<file path="src/rtl/if_stage.sv">
// Instruction fetch stage: issues word reads to instruction memory and fills the
// IF/ID register, with a one-entry skid for decode stalls and a drain state for redirects.
module if_stage #(
    parameter logic [31:0] RESET_PC = 32'h0000_0000
) (
    input  logic        clk,
    input  logic        rst,
    input  logic        stall,
    input  logic        br_taken,
    input  logic [31:0] br_target,
    output logic        imem_req,
    output logic [31:0] imem_addr,
    input  logic        imem_ready,
    input  logic [31:0] imem_rdata,
    output logic [31:0] q_Instr,
    output logic [31:0] q_PCPlus4,
    output logic        q_Valid,
    output logic [1:0]  dbgState
);

    typedef enum logic [1:0] {
        FETCH   = 2'd0,
        STALLED = 2'd1,
        DRAIN   = 2'd2
    } state_t;

    state_t      state;
    logic [31:0] pc;
    logic [31:0] skid;
    logic [31:0] drainAddr;
    logic [31:0] pcPlus4;
    logic [31:0] brPc;

    assign pcPlus4 = pc + 32'd4;
    assign brPc    = br_target & 32'hFFFF_FFFC;

    // Handshake: a request is open while imem_req=1; imem_addr stays fixed until the
    // cycle in which imem_ready pulses, and imem_rdata is taken only in that cycle.
    assign imem_req  = rst && (state != STALLED);
    assign imem_addr = (state == DRAIN) ? drainAddr : pc;
    assign dbgState  = state;

    always_ff @(posedge clk) begin
        if (!rst) begin
            state     <= FETCH;
            pc        <= RESET_PC;
            skid      <= 32'd0;
            drainAddr <= 32'd0;
            q_Instr   <= 32'd0;
            q_PCPlus4 <= 32'd0;
            q_Valid   <= 1'b0;
        end else if (br_taken) begin
            q_Valid <= 1'b0;
            pc      <= brPc;
            skid    <= 32'd0;
            case (state)
                FETCH: begin
                    // A request still in flight must be waited out so its data is not
                    // mistaken for the first word at the new target.
                    if (!imem_ready) begin
                        state     <= DRAIN;
                        drainAddr <= pc;
                    end else begin
                        state <= FETCH;
                    end
                end
                DRAIN:   state <= imem_ready ? FETCH : DRAIN;
                default: state <= FETCH;
            endcase
        end else begin
            case (state)
                FETCH: begin
                    if (imem_ready) begin
                        if (stall) begin
                            skid  <= imem_rdata;
                            state <= STALLED;
                        end else begin
                            q_Instr   <= imem_rdata;
                            q_PCPlus4 <= pcPlus4;
                            q_Valid   <= 1'b1;
                            pc        <= pcPlus4;
                        end
                    end else if (!stall) begin
                        q_Valid <= 1'b0;
                    end
                end
                STALLED: begin
                    if (!stall) begin
                        q_Instr   <= skid;
                        q_PCPlus4 <= pcPlus4;
                        q_Valid   <= 1'b1;
                        pc        <= pcPlus4;
                        state     <= FETCH;
                    end
                end
                DRAIN: begin
                    q_Valid <= 1'b0;
                    if (imem_ready) begin
                        state <= FETCH;
                    end
                end
                default: state <= FETCH;
            endcase
        end
    end

endmodule

</file>
<file path="config.mk">
export PLATFORM = sky130hd
export DESIGN_NAME = if_stage
export DESIGN_NICKNAME = d
export VERILOG_FILES = /design/src/rtl/if_stage.sv
export SDC_FILE = /design/constraint.sdc
export NUM_CORES = 1
export LEC_CHECK = 0
export ABC_CLOCK_PERIOD_IN_PS = 2200
export CAP_MARGIN = 10
export CELL_PAD_IN_SITES_DETAIL_PLACEMENT = 0
export CELL_PAD_IN_SITES_GLOBAL_PLACEMENT = 1
export CORE_ASPECT_RATIO = 1.4
export CORE_MARGIN = 2
export CORE_UTILIZATION = 42
export DETAILED_ROUTE_END_ITERATION = 6
export DONT_BUFFER_PORTS = 1
export GPL_ROUTABILITY_DRIVEN = 0
export GPL_TIMING_DRIVEN = 0
export PLACE_DENSITY_LB_ADDON = 0.1
export SYNTH_ARGS = -nofsm -noshare
export SYNTH_HDL_FRONTEND = slang
export SYNTH_SLANG_ARGS = --single-unit
</file>
<file path="constraint.sdc">
create_clock -name clk -period 2.2 [get_ports clk]
set_input_delay 0.11 -clock clk [delete_from_list [all_inputs] [get_ports clk]]
set_output_delay 0.11 -clock clk [all_outputs]
set_load 0.01 [all_outputs]
</file>
==> results by group <==
Run
  – Number of maximum-capacitance constraint violations: 0

Synth
  – Simple-gate share of the synthesized area: 0.184
  – Ys async rst share: 0
  – Count of different cell masters after synthesis: 41
  – Number of enable-type register cells in the synthesized netlist: 0
  – Proportion of synthesized chip area in sequential cells: 0.427
  – Combined area of all synthesized cells: about 7400 um^2
  – Share of the synthesized area in compound gates (AO/OA/AOI/OAI): 0.184
  – Share of synthesized area spent on multiplexers: 0.0876
  – Warning count from the yosys run: 0
  – Post-Syn Instances: 871
  – Fraction of the mapped netlist area in adder cells: 0.00681
  – Most area-consuming cells after synthesis: dfxtp_1 (43%), nand2_1 (9.9%), o211a_1 (6.0%)
  – Main combinational cell family by area after synthesis: simple AND/OR/NAND/NOR gates
  – Share of Yosys cell area claimed by the top area cell type: 0.427
  – #FFs+latches synth: 157
  – Most used flip-flop cell after synthesis: dfxtp_1
  – Largest area contributor in the netlist: dfxtp_1
  – XOR/XNOR Fraction of Synth Area: 0.0560
  – Average cell area after synthesis: roughly 8.4 um^2

Final layout
  – Total inserted antenna cells: 0
  – Signed area change from the synthesized netlist to the final layout: 25.5%
  – Area used by multi-input combinational logic: 3970 um^2
  – Fraction of layout cells with a size suffix above 1: 0.141
  – Post-layout net count: 1038
  – Filler-free cell count of the finished design: 1214
  – Fill cell total of the finished layout: roughly 1700
  – Sequential Area: 3150 um^2

Worst setup path
  – Launch point of the worst reg-to-reg path: dbgState[1]$_SDFFE_PN0P_
  – Endpoint arrival time on the critical path: 2.43 ns
  – Sum of buffers and inverters on the critical path: 2
  – Setup CP Type: flip-flop to flip-flop
  – Nature of the critical path startpoint: flip-flop
  – Crit-path leading delay family: simple AND/OR/NAND/NOR gates
  – Reg-to-Reg End: pc[21]$_SDFFE_PN0P_
  – Nature of the critical path endpoint: flip-flop
  – Count of cells along the worst register-to-register path: 8
  – CP cell instances: inv_1 > ha_4 > mux2i_4 > nand4bb_1 > clkbuf_4 > nor3_1 > xnor2_1 > a21oi_1
  – Delay contributed by the slowest stage of the critical path: 0.39 ns
  – Cell type of the slowest stage on the worst timing path: dfxtp_4
  – Start point of the critical path: dbgState[1]$_SDFFE_PN0P_
  – Internal reg-to-reg setup slack: 0.06 ns
  – Critical path peak fanout: 10
  – Data required time at the worst endpoint: between 2 and 2.5 ns

Timing
  – Hold Slack: 0.0125 ns
  – Fin Clk Skew: approximately 0.0072 ns
  – Final worst path period need: 2.14 ns
  – Sum of negative setup slack: 0 ns
  – RSZ-0062 raised after global routing: no
  – Count of endpoints failing hold in the final timing report: 0
  – Worst-margin pin slew: roughly 0.73 ns
  – Maximum achievable frequency: 0.468 GHz
  – Period utilization: 0.972
  – Setup Viol. Count Final: 0
  – Pins over their slew limit: 0
  – Max_slew headroom: 0.513

CTS
  – Buffer cell driving the clock tree root: clkbuf_16
  – Count of H-tree levels built during CTS: 4
  – CTS Buffer Depth: 2
  – Number of sinks on the clock net: 157
  – Total CTS buffers: 17
  – Worst-path clk slew: 0.06 ns
  – TritonCTS clock tree: done
  – Clock latency of the later-clocked register in the worst-skew pair: 0.43 ns

Drt
  – Mean number of vias per cell: 5.38
  – DRC violation count after routing: 0
  – Total number of vias: 6526
  – Initial detailed-routing violation count: 312
  – Total detailed-routing wirelength: 23200 um
  – Routed WL per cell: 19.1 um
  – DRT antenna net count: 0
  – Number of iterations in the first detailed-routing pass: 4

Global routing
  – Global-route wire length before repair: 36200 um
  – Initial antenna violation count: 0
  – Number of global-route vias before repair: 6659
  – Gr ovfl total: 0
  – Global-route total usage across every layer: 0.253
  – Largest net degree at the start of global routing: 17

Worst hold path
  – Class of the most critical hold timing path: input port to flip-flop
  – Hold Crit Endpoint: skid[13]$_SDFFE_PP0P_
  – Hold Path Origin: rst
  – Count of cells along the worst hold path: 2

Floorplanning
  – Core Footprint: 17300 um^2
  – Starting utilization of the core area: 0.426
  – Std cell rows: 57
  – Vertical extent of the die: between 150 and 200 um
  – I/O pin count: between 150 and 200
  – Die Outline Area: 18600 um^2
  – Overall die width: around 120 um

Pwr
  – Clock network power share: 0.440
  – Maximum vdd drop: 0.451 mV
  – P_int: 5.38 mW
  – Total power: 7.26 mW
  – Switching portion of total power: 0.259
  – Total leakage power: 3.70 nW
  – Relative contribution of sequential cells to total power: 0.432
  – Fraction of power consumed by combinational cells: 0.129
  – Power Density: 787 nW/um^2
  – Switching Power: 1.88 mW

Placed design
  – Count of placed standard cells including taps: 1110
  – HPWL after detailed placement: 16900 um
  – Number of input and output port buffers inserted: 0

Run status
  – Outcome: finished, final reports clean
## routing by layer
metal,vias to the layer above,track usage,share of wire
li1,3173,-,-
met1,3141,0.269,0.38
met2,175,0.470,0.54
met3,37,0.0642,0.056
met4,0,0.0920,0.024
met5,-,0,0
## cell usage in the layout (no fill, tap or decap), types with 17 or more instances in the layout
cell / n
dfxtp_1: 152
a21oi_1: 73
dlygate4sd3_1: 63
xnor2_1: 35
a21boi_0: 31
o211a_1: 44
nor2_1: 24
mux2i_1: 33
clkbuf_16: 17
buf_4: 27
clkbuf_1: 40
o21ai_0: 49
nand2_1: 192
mux2_2: 27
## area by class of cell
type,count,share of cell area
tap,236,0.0320
multi-input combinational,625,0.430
clock buffer,23,0.0518
timing repair buffer,80,0.0822
sequential,157,0.342
inverter,6,0.00244
buffer,78,0.0419
clock inverter,9,0.0172
## registers in the layout (all words and copies together), names as in the netlist
signal     cells
dbgState       2
pc            30
q_Valid        1
q_PCPlus4     30
q_Instr       32
drainAddr     30
skid          32
## cell usage after synthesis (6+ instances only)
cell type,count
nor4_1,10
xor2_1,12
mux2i_1,34
a21boi_0,31
nand2_1,193
xnor2_1,35
o21ai_0,49
clkbuf_1,56
nor3_1,20
buf_2,17
and4_1,6
nand3_1,14
buf_4,7
nand4_1,8
dfxtp_1,157
nor2_1,24
o211a_1,44
mux2_2,27
or3_1,8
a21oi_1,73
## cell families after synthesis
kind of cell,count (synthesis)
AOI/OAI and AO/OA,206
xor gates and xnor gates,47
adders and majority gates,4
buffers and inverters,92
DFF,157
muxes,61
other,1
and+or+nand+nor,303
## power by group through the flow
| stage | Combinational [mW] | Clock, mW | Sequential (mW) |
|---|---|---|---|
| 2_1_floorplan | 0.591 | 0 | 3.15 |
| 3_3_place_gp | 0.765 | 0 | 3.19 |
| 3_5_place_dp | 0.781 | 0 | 3.19 |
| 4_1_cts | 0.928 | 3.25 | 3.13 |
| 5_1_grt | 1.03 | 3.38 | 3.15 |
| 6_report | 0.934 | 3.19 | 3.13 |
## worst reg2reg max path: stages (launching register included)
cell,delay [ns]
dfxtp_4,0.39
inv_1,0.09
ha_4,0.19
mux2i_4,0.23
nand4bb_1,0.29
clkbuf_4,0.28
nor3_1,0.31
xnor2_1,0.16
a21oi_1,0.08
## metrics by stage
stage	setup slack [ns]	area, um^2	util
after CTS	0.00163	9130	0.529
after floorplan	0.00776	7370	-
after detailed placement	-1.24	7670	0.444
after global placement	-1.10	7670	0.444
after global routing	0.00295	9230	0.535
final	0.0613	9230	0.535
## worst max-delay path by stage
stage	to	depth (start not counted)
after CTS	q_PCPlus4[31]$_SDFFE_PN0P_	7
after global routing	pc[27]$_SDFFE_PN0P_	8
after detailed placement	q_PCPlus4[27]$_SDFFE_PN0P_	8
final	pc[21]$_SDFFE_PN0P_	8
after floorplan	q_PCPlus4[31]$_SDFFE_PN0P_	9
after global placement	q_PCPlus4[25]$_SDFFE_PN0P_	8
## what timing repair did
item / in CTS / in global routing
buffers inserted: 15 / 2
gates resized for setup: 32 / 30
endpoints found under the setup margin: 132 / 77
hold endpoints to repair: 95 / 0
hold buffers: 63 / 0
pin swaps: 4 / 6
Power figures use the tool's default switching activity.
